$ cat config.mk
export PLATFORM = sky130hd
export DESIGN_NAME = mux_sel_serializer_flat
export DESIGN_NICKNAME = d
export VERILOG_FILES = /design/src/rtl/mux_sel_serializer_if.sv /design/src/rtl/mux_sel_serializer.sv /design/src/flat_wrapper.sv
export SDC_FILE = /design/constraint.sdc
export NUM_CORES = 1
export LEC_CHECK = 0
export BUFFER_PORTS_ARGS = -buffer_cell sky130_fd_sc_hd__buf_4
export CAP_MARGIN = 5
export CORE_AREA = 2 2 39 41
export CTS_CLUSTER_SIZE = 16
export DETAILED_ROUTE_END_ITERATION = 6
export DIE_AREA = 0 0 41 43
export HOLD_SLACK_MARGIN = 0.06
export MAX_ROUTING_LAYER = met4
export PLACE_DENSITY = 0.52
export SYNTH_ARGS = -nofsm -noshare
export SYNTH_HDL_FRONTEND = slang
export SYNTH_SLANG_ARGS = --single-unit
$ cat constraint.sdc
create_clock -name clk -period 2.05 [get_ports clk]
set_input_delay 0.205 -clock clk [delete_from_list [all_inputs] [get_ports clk]]
set_output_delay 0.205 -clock clk [all_outputs]
set_load 0.1 [all_outputs]
$ cat src/rtl/mux_sel_serializer_if.sv
// Handshake bundle between the parallel-word source, the select serializer and the serial sink.
// The master is whoever drives the parallel word and accepts the serial stream.
interface mux_sel_serializer_if #(
    parameter int WIDTH = 4
);
    localparam int SEL_W = $clog2(WIDTH);

    logic             in_valid;
    logic             in_ready;
    logic [WIDTH-1:0] in_data;
    logic             ser_valid;
    logic             ser_ready;
    logic             ser_bit;
    logic             ser_last;
    logic [SEL_W-1:0] sel;
    logic             busy;

    modport master (
        output in_valid, in_data, ser_ready,
        input  in_ready, ser_valid, ser_bit, ser_last, sel, busy
    );

    modport slave (
        input  in_valid, in_data, ser_ready,
        output in_ready, ser_valid, ser_bit, ser_last, sel, busy
    );
endinterface

$ cat src/rtl/mux_sel_serializer.sv
// Select sequencer for the 4:1 mux stage: captures a parallel word, then walks the
// select index across it and streams the chosen bit out over a serial valid/ready link.
module mux_sel_serializer #(
    parameter int WIDTH     = 4,
    parameter int SEL_W     = $clog2(WIDTH),
    parameter int MSB_FIRST = 0
) (
    input logic                clk,
    input logic                rst,
    mux_sel_serializer_if.slave bus
);
    typedef enum logic {
        IDLE,
        SHIFT
    } state_t;

    localparam logic [SEL_W-1:0] LAST_IDX = SEL_W'(WIDTH - 1);

    state_t           state_q, state_d;
    logic [WIDTH-1:0] word_q,  word_d;
    logic [SEL_W-1:0] cnt_q,   cnt_d;
    logic [SEL_W-1:0] selIdx;
    logic             lastBit;

    assign lastBit = (cnt_q == LAST_IDX);
    assign selIdx  = (MSB_FIRST != 0) ? (LAST_IDX - cnt_q) : cnt_q;

    // The word-complete beat doubles as the load slot, so a waiting word follows with no bubble.
    always_comb begin
        state_d = state_q;
        word_d  = word_q;
        cnt_d   = cnt_q;
        case (state_q)
            IDLE: begin
                if (bus.in_valid) begin
                    word_d  = bus.in_data;
                    cnt_d   = '0;
                    state_d = SHIFT;
                end
            end
            SHIFT: begin
                if (bus.ser_ready) begin
                    if (!lastBit) begin
                        cnt_d = cnt_q + 1'b1;
                    end else if (bus.in_valid) begin
                        word_d = bus.in_data;
                        cnt_d  = '0;
                    end else begin
                        cnt_d   = '0;
                        state_d = IDLE;
                    end
                end
            end
            default: begin
                state_d = IDLE;
                cnt_d   = '0;
            end
        endcase
    end

    always_ff @(posedge clk) begin
        if (rst) begin
            state_q <= IDLE;
            word_q  <= '0;
            cnt_q   <= '0;
        end else begin
            state_q <= state_d;
            word_q  <= word_d;
            cnt_q   <= cnt_d;
        end
    end

    assign bus.in_ready  = (state_q == IDLE) ? 1'b1 : (bus.ser_ready && lastBit);
    assign bus.ser_valid = (state_q == SHIFT);
    assign bus.busy      = (state_q == SHIFT);
    assign bus.ser_last  = (state_q == SHIFT) && lastBit;
    assign bus.sel       = selIdx;
    assign bus.ser_bit   = word_q[selIdx];
endmodule

$ cat src/flat_wrapper.sv
// flat-port wrapper written by rule: the top's interface ports become plain ports
module mux_sel_serializer_flat 
#(
    parameter int WIDTH     = 4,
    parameter int SEL_W     = $clog2(WIDTH),
    parameter int MSB_FIRST = 0
)
  (clk, rst, bus_in_valid, bus_in_data, bus_ser_ready, bus_in_ready, bus_ser_valid, bus_ser_bit, bus_ser_last, bus_sel, bus_busy);
  mux_sel_serializer_if #(.WIDTH(WIDTH)) bus_i ();
  input logic clk;
  input logic rst;
  input wire logic [$bits(bus_i.in_valid)-1:0] bus_in_valid;
  input wire logic [$bits(bus_i.in_data)-1:0] bus_in_data;
  input wire logic [$bits(bus_i.ser_ready)-1:0] bus_ser_ready;
  output wire logic [$bits(bus_i.in_ready)-1:0] bus_in_ready;
  output wire logic [$bits(bus_i.ser_valid)-1:0] bus_ser_valid;
  output wire logic [$bits(bus_i.ser_bit)-1:0] bus_ser_bit;
  output wire logic [$bits(bus_i.ser_last)-1:0] bus_ser_last;
  output wire logic [$bits(bus_i.sel)-1:0] bus_sel;
  output wire logic [$bits(bus_i.busy)-1:0] bus_busy;
  assign bus_i.in_valid = bus_in_valid;
  assign bus_i.in_data = bus_in_data;
  assign bus_i.ser_ready = bus_ser_ready;
  assign bus_in_ready = bus_i.in_ready;
  assign bus_ser_valid = bus_i.ser_valid;
  assign bus_ser_bit = bus_i.ser_bit;
  assign bus_ser_last = bus_i.ser_last;
  assign bus_sel = bus_i.sel;
  assign bus_busy = bus_i.busy;
  mux_sel_serializer #(.WIDTH(WIDTH), .SEL_W(SEL_W), .MSB_FIRST(MSB_FIRST)) u_core (.clk(clk), .rst(rst), .bus(bus_i));
endmodule
* After elaboration in Yosys (flattened, before gate mapping) *
Cells that the tools add are included.

operators by class
  reductions and logical operators = 4
  bitwise gates (word level) = 1
  add/subtract/negate cells = 1
  order comparisons = 1
  multiplexer cells = 15
  eq/ne operators = 4

operator list
  kind                   number
  $mux W4                3
  $pmux W4 S2            1
  $mux W2                3
  $ne A2 B2 Y1 const B   3
  $mux W1                5
  $pmux W2 S2            1
  $reduce_and A2 Y1      2
  $lt A2 B3 Y1 const B   1
  $add A2 B1 Y2 const B  1
  $bmux W1 S2            1
  $eq A2 B2 Y1 const B   1
  $logic_and A1 B1 Y1    2
  $pmux W1 S2            1
  $not A1 Y1             1

storage, ports and cells
  bits of input ports = 8
  output and inout bits = 7
  register bits = 7
  logic and storage cells = 29

* Logic depth before layout (Yosys ltp) *
  word-level depth = 4
  mapped depth = 5
  depth with buffers taken out = 4

* Worst setup path after synthesis *
No wires, ideal clock.

  path kind = reg2out
  start point = register u_core.cnt_q[1], in the netlist u_core.bus.sel[1]
  end point = output port bus_in_ready
  buffers on the path = 0
  arrival time = 2.006 ns
  required time = 1.845 ns
  cell stages (with the launch flop) = 4
  path slack = -0.161 ns
  cells stage by stage = dfxtp_1 > ha_1 > a21boi_4 > inv_1

on the way
  word-level cells in the longest chain between the ends = 3

RTL lines
  item                      RTL line                  source
  start: declaration        mux_sel_serializer.sv:21  logic [SEL_W-1:0] cnt_q, cnt_d;
  start signal: assignment  mux_sel_serializer.sv:69  cnt_q <= cnt_d;
  $eq A2 B2 Y1              mux_sel_serializer.sv:25  assign lastBit = (cnt_q == LAST_IDX);
  $logic_and A1 B1 Y1       mux_sel_serializer.sv:73  assign bus.in_ready = (state_q == IDLE) ? 1'b1 : (bus.ser_ready && lastBit);
  $mux W1                   mux_sel_serializer.sv:73
  end: declaration          flat_wrapper.sv:15        output wire logic [$bits(bus_i.in_ready)-1:0] bus_in_ready;

Every way passes these cells.

* Final worst setup path *
  start point = register u_core.cnt_q[1], in the netlist u_core.bus.sel[1]
  end point = output port bus_ser_bit

on the way
  word-level cells in the longest chain between the ends = 2

RTL lines
  item                           RTL line                  source
  $bmux W1 S2                    mux_sel_serializer.sv:78  assign bus.ser_bit = word_q[selIdx];
  $mux W1 (implied by the code)  mux_sel_serializer.sv:78
  end: declaration               flat_wrapper.sv:17        output wire logic [$bits(bus_i.ser_bit)-1:0] bus_ser_bit;

Every way passes these cells. The select of a mux whose other input is x is not followed.

==> results list <==
* Period Utilization, post-route: 75.8%
- The clock arrives with 5.92 ps of skew.
* Area used by multi-input combinational logic: a little over 200 um^2
- Counting the buffers created by CTS gives 3.
- Kind of start point of the critical path: flip-flop
- Initial Util: 26.9%
- Insertion delay to the later sink of the worst-skew pair: between 200 and 300 ps
- After clock tree synthesis, the clock-pin slew on the worst setup and hold paths is about 60 ps.
* DRC marker count from the first detailed-route iteration: 2
- The worst setup path is captured at a primary output.
* Final RePlAce weighted congestion: 0.624
- Number of global-route vias before repair: 247
- Highest-count cells in the layout ignoring fill and taps: buf_4 (14), nand2b_1 (8), mux2i_1 (5), dfxtp_1 (5)
- By area the synthesized netlist is led by dfxtp_1 (38%), mux2i_1 (13%), nand2b_1 (13%).
* Clock H-tree levels: 1
- For this run, the register share of the synthesized area comes to between 30% and 40%.
- Num rows: 14
- In this run the clock root is driven by a clkbuf_4.
* Top-level port count: 15
- Overall die height: 43 um
- Endpoint required time on the critical path: about 1900 ps
* Number of register bits inferred by synthesis: 7
- For this run, the detailed router's first-pass iteration total came to 2.
- Worst Max-Slew Pin Slew: approximately 300 ps
- Antenna viol nets, final: 0
- OpenSTA, run right after detailed placement, puts the worst setup slack at 762 ps.
* Min-delay src: rst
- Largest net degree at the start of global routing: 12
* Cell taking the most area after synthesis: dfxtp_1
* CP arrival: 1350 ps
- Total power for the finished layout comes to 377 uW.
- Headroom to the max-slew limit came out at 80.0%.
- Pwr Density: ~750 nW/um^2
- Across all layers, the routed design uses between 200 and 300 vias.
- Buffer levels on the longest clock path: 2
- Across all setup checks in the final design, the least slack found is 495 ps.
- Summed over all layers, the global routing overflow is 0.
* CTS-repair resized insts: 0
- Tracing the worst setup path back leads to its startpoint at u_core.bus.sel[1]$_SDFFE_PP0P_.
- Synthesis produced a netlist with a net count of 45.
* Yosys warns: 0
- Mean area per synthesized cell: ~10 um^2
* Chip Width: 41 um
* Final HPWL DP: 526 um
- Of all nets on the critical path, the largest fanout is 4.
- Wires add up to 671 um.
- The worst hold path belongs to the class primary input to flip-flop.
* Sum of negative setup slack: 0 ps
* Number of post-CTS setup repair buffers: 0
* DIE AREA: 1760 um^2
- Unrepaired setup endpoints after global routing: false
- In this run, post-CTS hold repair placed 0 buffers.
- The final hold violation count came to 0.
- In this run the critical register-to-register path is launched from u_core.bus.sel[0]$_SDFFE_PP0P_.
- The number of antenna diodes in the final layout is 0.
- The floorplan step defined a core boundary enclosing 1380 um^2.
* Number of buffers inserted by port buffering: 14
- Static leakage power: 0.000228 uW
- By startpoint and endpoint, the worst setup path is classified as flip-flop to primary output.
* Utilization of the core after routing: 36.5%
- After technology mapping, the gate count stands at 36.
- After filler insertion, the fill cell instance count of the layout stands at between 100 and 150.
- Of the post-synthesis cell area, the dominant cell type holds between 30% and 40%.
- Commonest non-fill, non-tap cell in the layout: buf_4
* Largest vdd supply drop: 0.000310 V
- Number of library cell types mapped by synthesis: 17
- Detailed-route vias per instance: about 4.3
- CTS saw 7 sinks.
- # nets final: 61
* Syn Std Cell Area: 373 um^2
- TritonCTS built the clock tree.
* Final Max Tran Viols: 0
* Global router's overall resource usage: 9.18%
- Outcome: finished clean
- The routed design could run at a clock period as short as about 1600 ps.
- F_max: 643 MHz
* Number of setup violations in the final report: 0
- Sequential cell area: between 100 and 150 um^2
* First-pass GRT wire length: 1.06 mm
* Per-cell routed wire length: 10.0 um
* DRC violation count after routing: 0
* Antenna violations before repair: 0
* Max cap viols: 0
- Relative to the synthesized area, the layout overhead comes to 35.6%.
- Fraction of final layout cells with drive strength greater than 1: 47.1%
## registers in the layout, indices dropped and copies added (netlist names)
name,cells
u_core.word_q,4
u_core.bus.busy,1
u_core.bus.sel,2
## layer usage
metal / GRT usage (%) / routed length [um] / up-vias
li1: - / - / 151
met1: 11.7 / 321 / 129
met2: 11.6 / 311 / 5
met3: 6.81 / 38 / 0
met4: 2.00 / 0 / 0
met5: - / 0 / -
## cell usage after synthesis, drive strengths merged
master	n
inv	1
and2	1
mux2i	5
buf	2
nand2b	8
clkbuf	1
mux4	1
dfxtp	7
nor2	3
nand3b	1
a21oi	1
nand2	1
nor2b	1
a21boi	1
a32oi	1
ha	1
## per-stage QoR
stage	cells	cell area, um^2	hold WS, ps
floorplan	36	375	326
global placement	63	478	438
detailed placement	63	478	440
CTS	67	505	169
global route	67	505	181
finish	67	505	176
## final timing paths
kind	to	slack (ps)	cells after the start
worst max-delay path	bus_ser_bit	500	2
worst min-delay path	u_core.bus.sel[0]$_SDFFE_PP0P_	180	2
worst max register to register	u_core.word_q[2]$_SDFFE_PP0P_	830	4
worst min register to register	u_core.word_q[2]$_SDFFE_PP0P_	470	2
## critical path, stage by stage, from the launching register on
cell and delay, ps:
dfxtp_2 360, mux4_2 490, buf_4 250
## final cells by class
cell class | count | share of cell area [%]
multi-input combinational | 25 | 40.8
sequential | 7 | 28.2
timing repair buffer | 14 | 20.8
clock buffer | 3 | 4.46
tap | 16 | 3.96
clock inverter | 1 | 0.990
inverter | 1 | 0.743
## where the power goes
| part | internal, uW | switching (uW) |
|---|---|---|
| Combinational | 33.0 | 68.5 |
| Clock | 71.4 | 53.5 |
| Sequential | 144 | 6.79 |
| Total | 248 | 129 |
## kinds of logic after synthesis
family,synth area share (%)
multiplexers,19.5
flip-flops,37.6
AO/OA/AOI/OAI,8.72
AND/OR/NAND/NOR,23.8
adder cells (fa/ha/maj),3.36
buffers and inverters,7.05
Note: power is estimated with default switching activity, not from simulation.
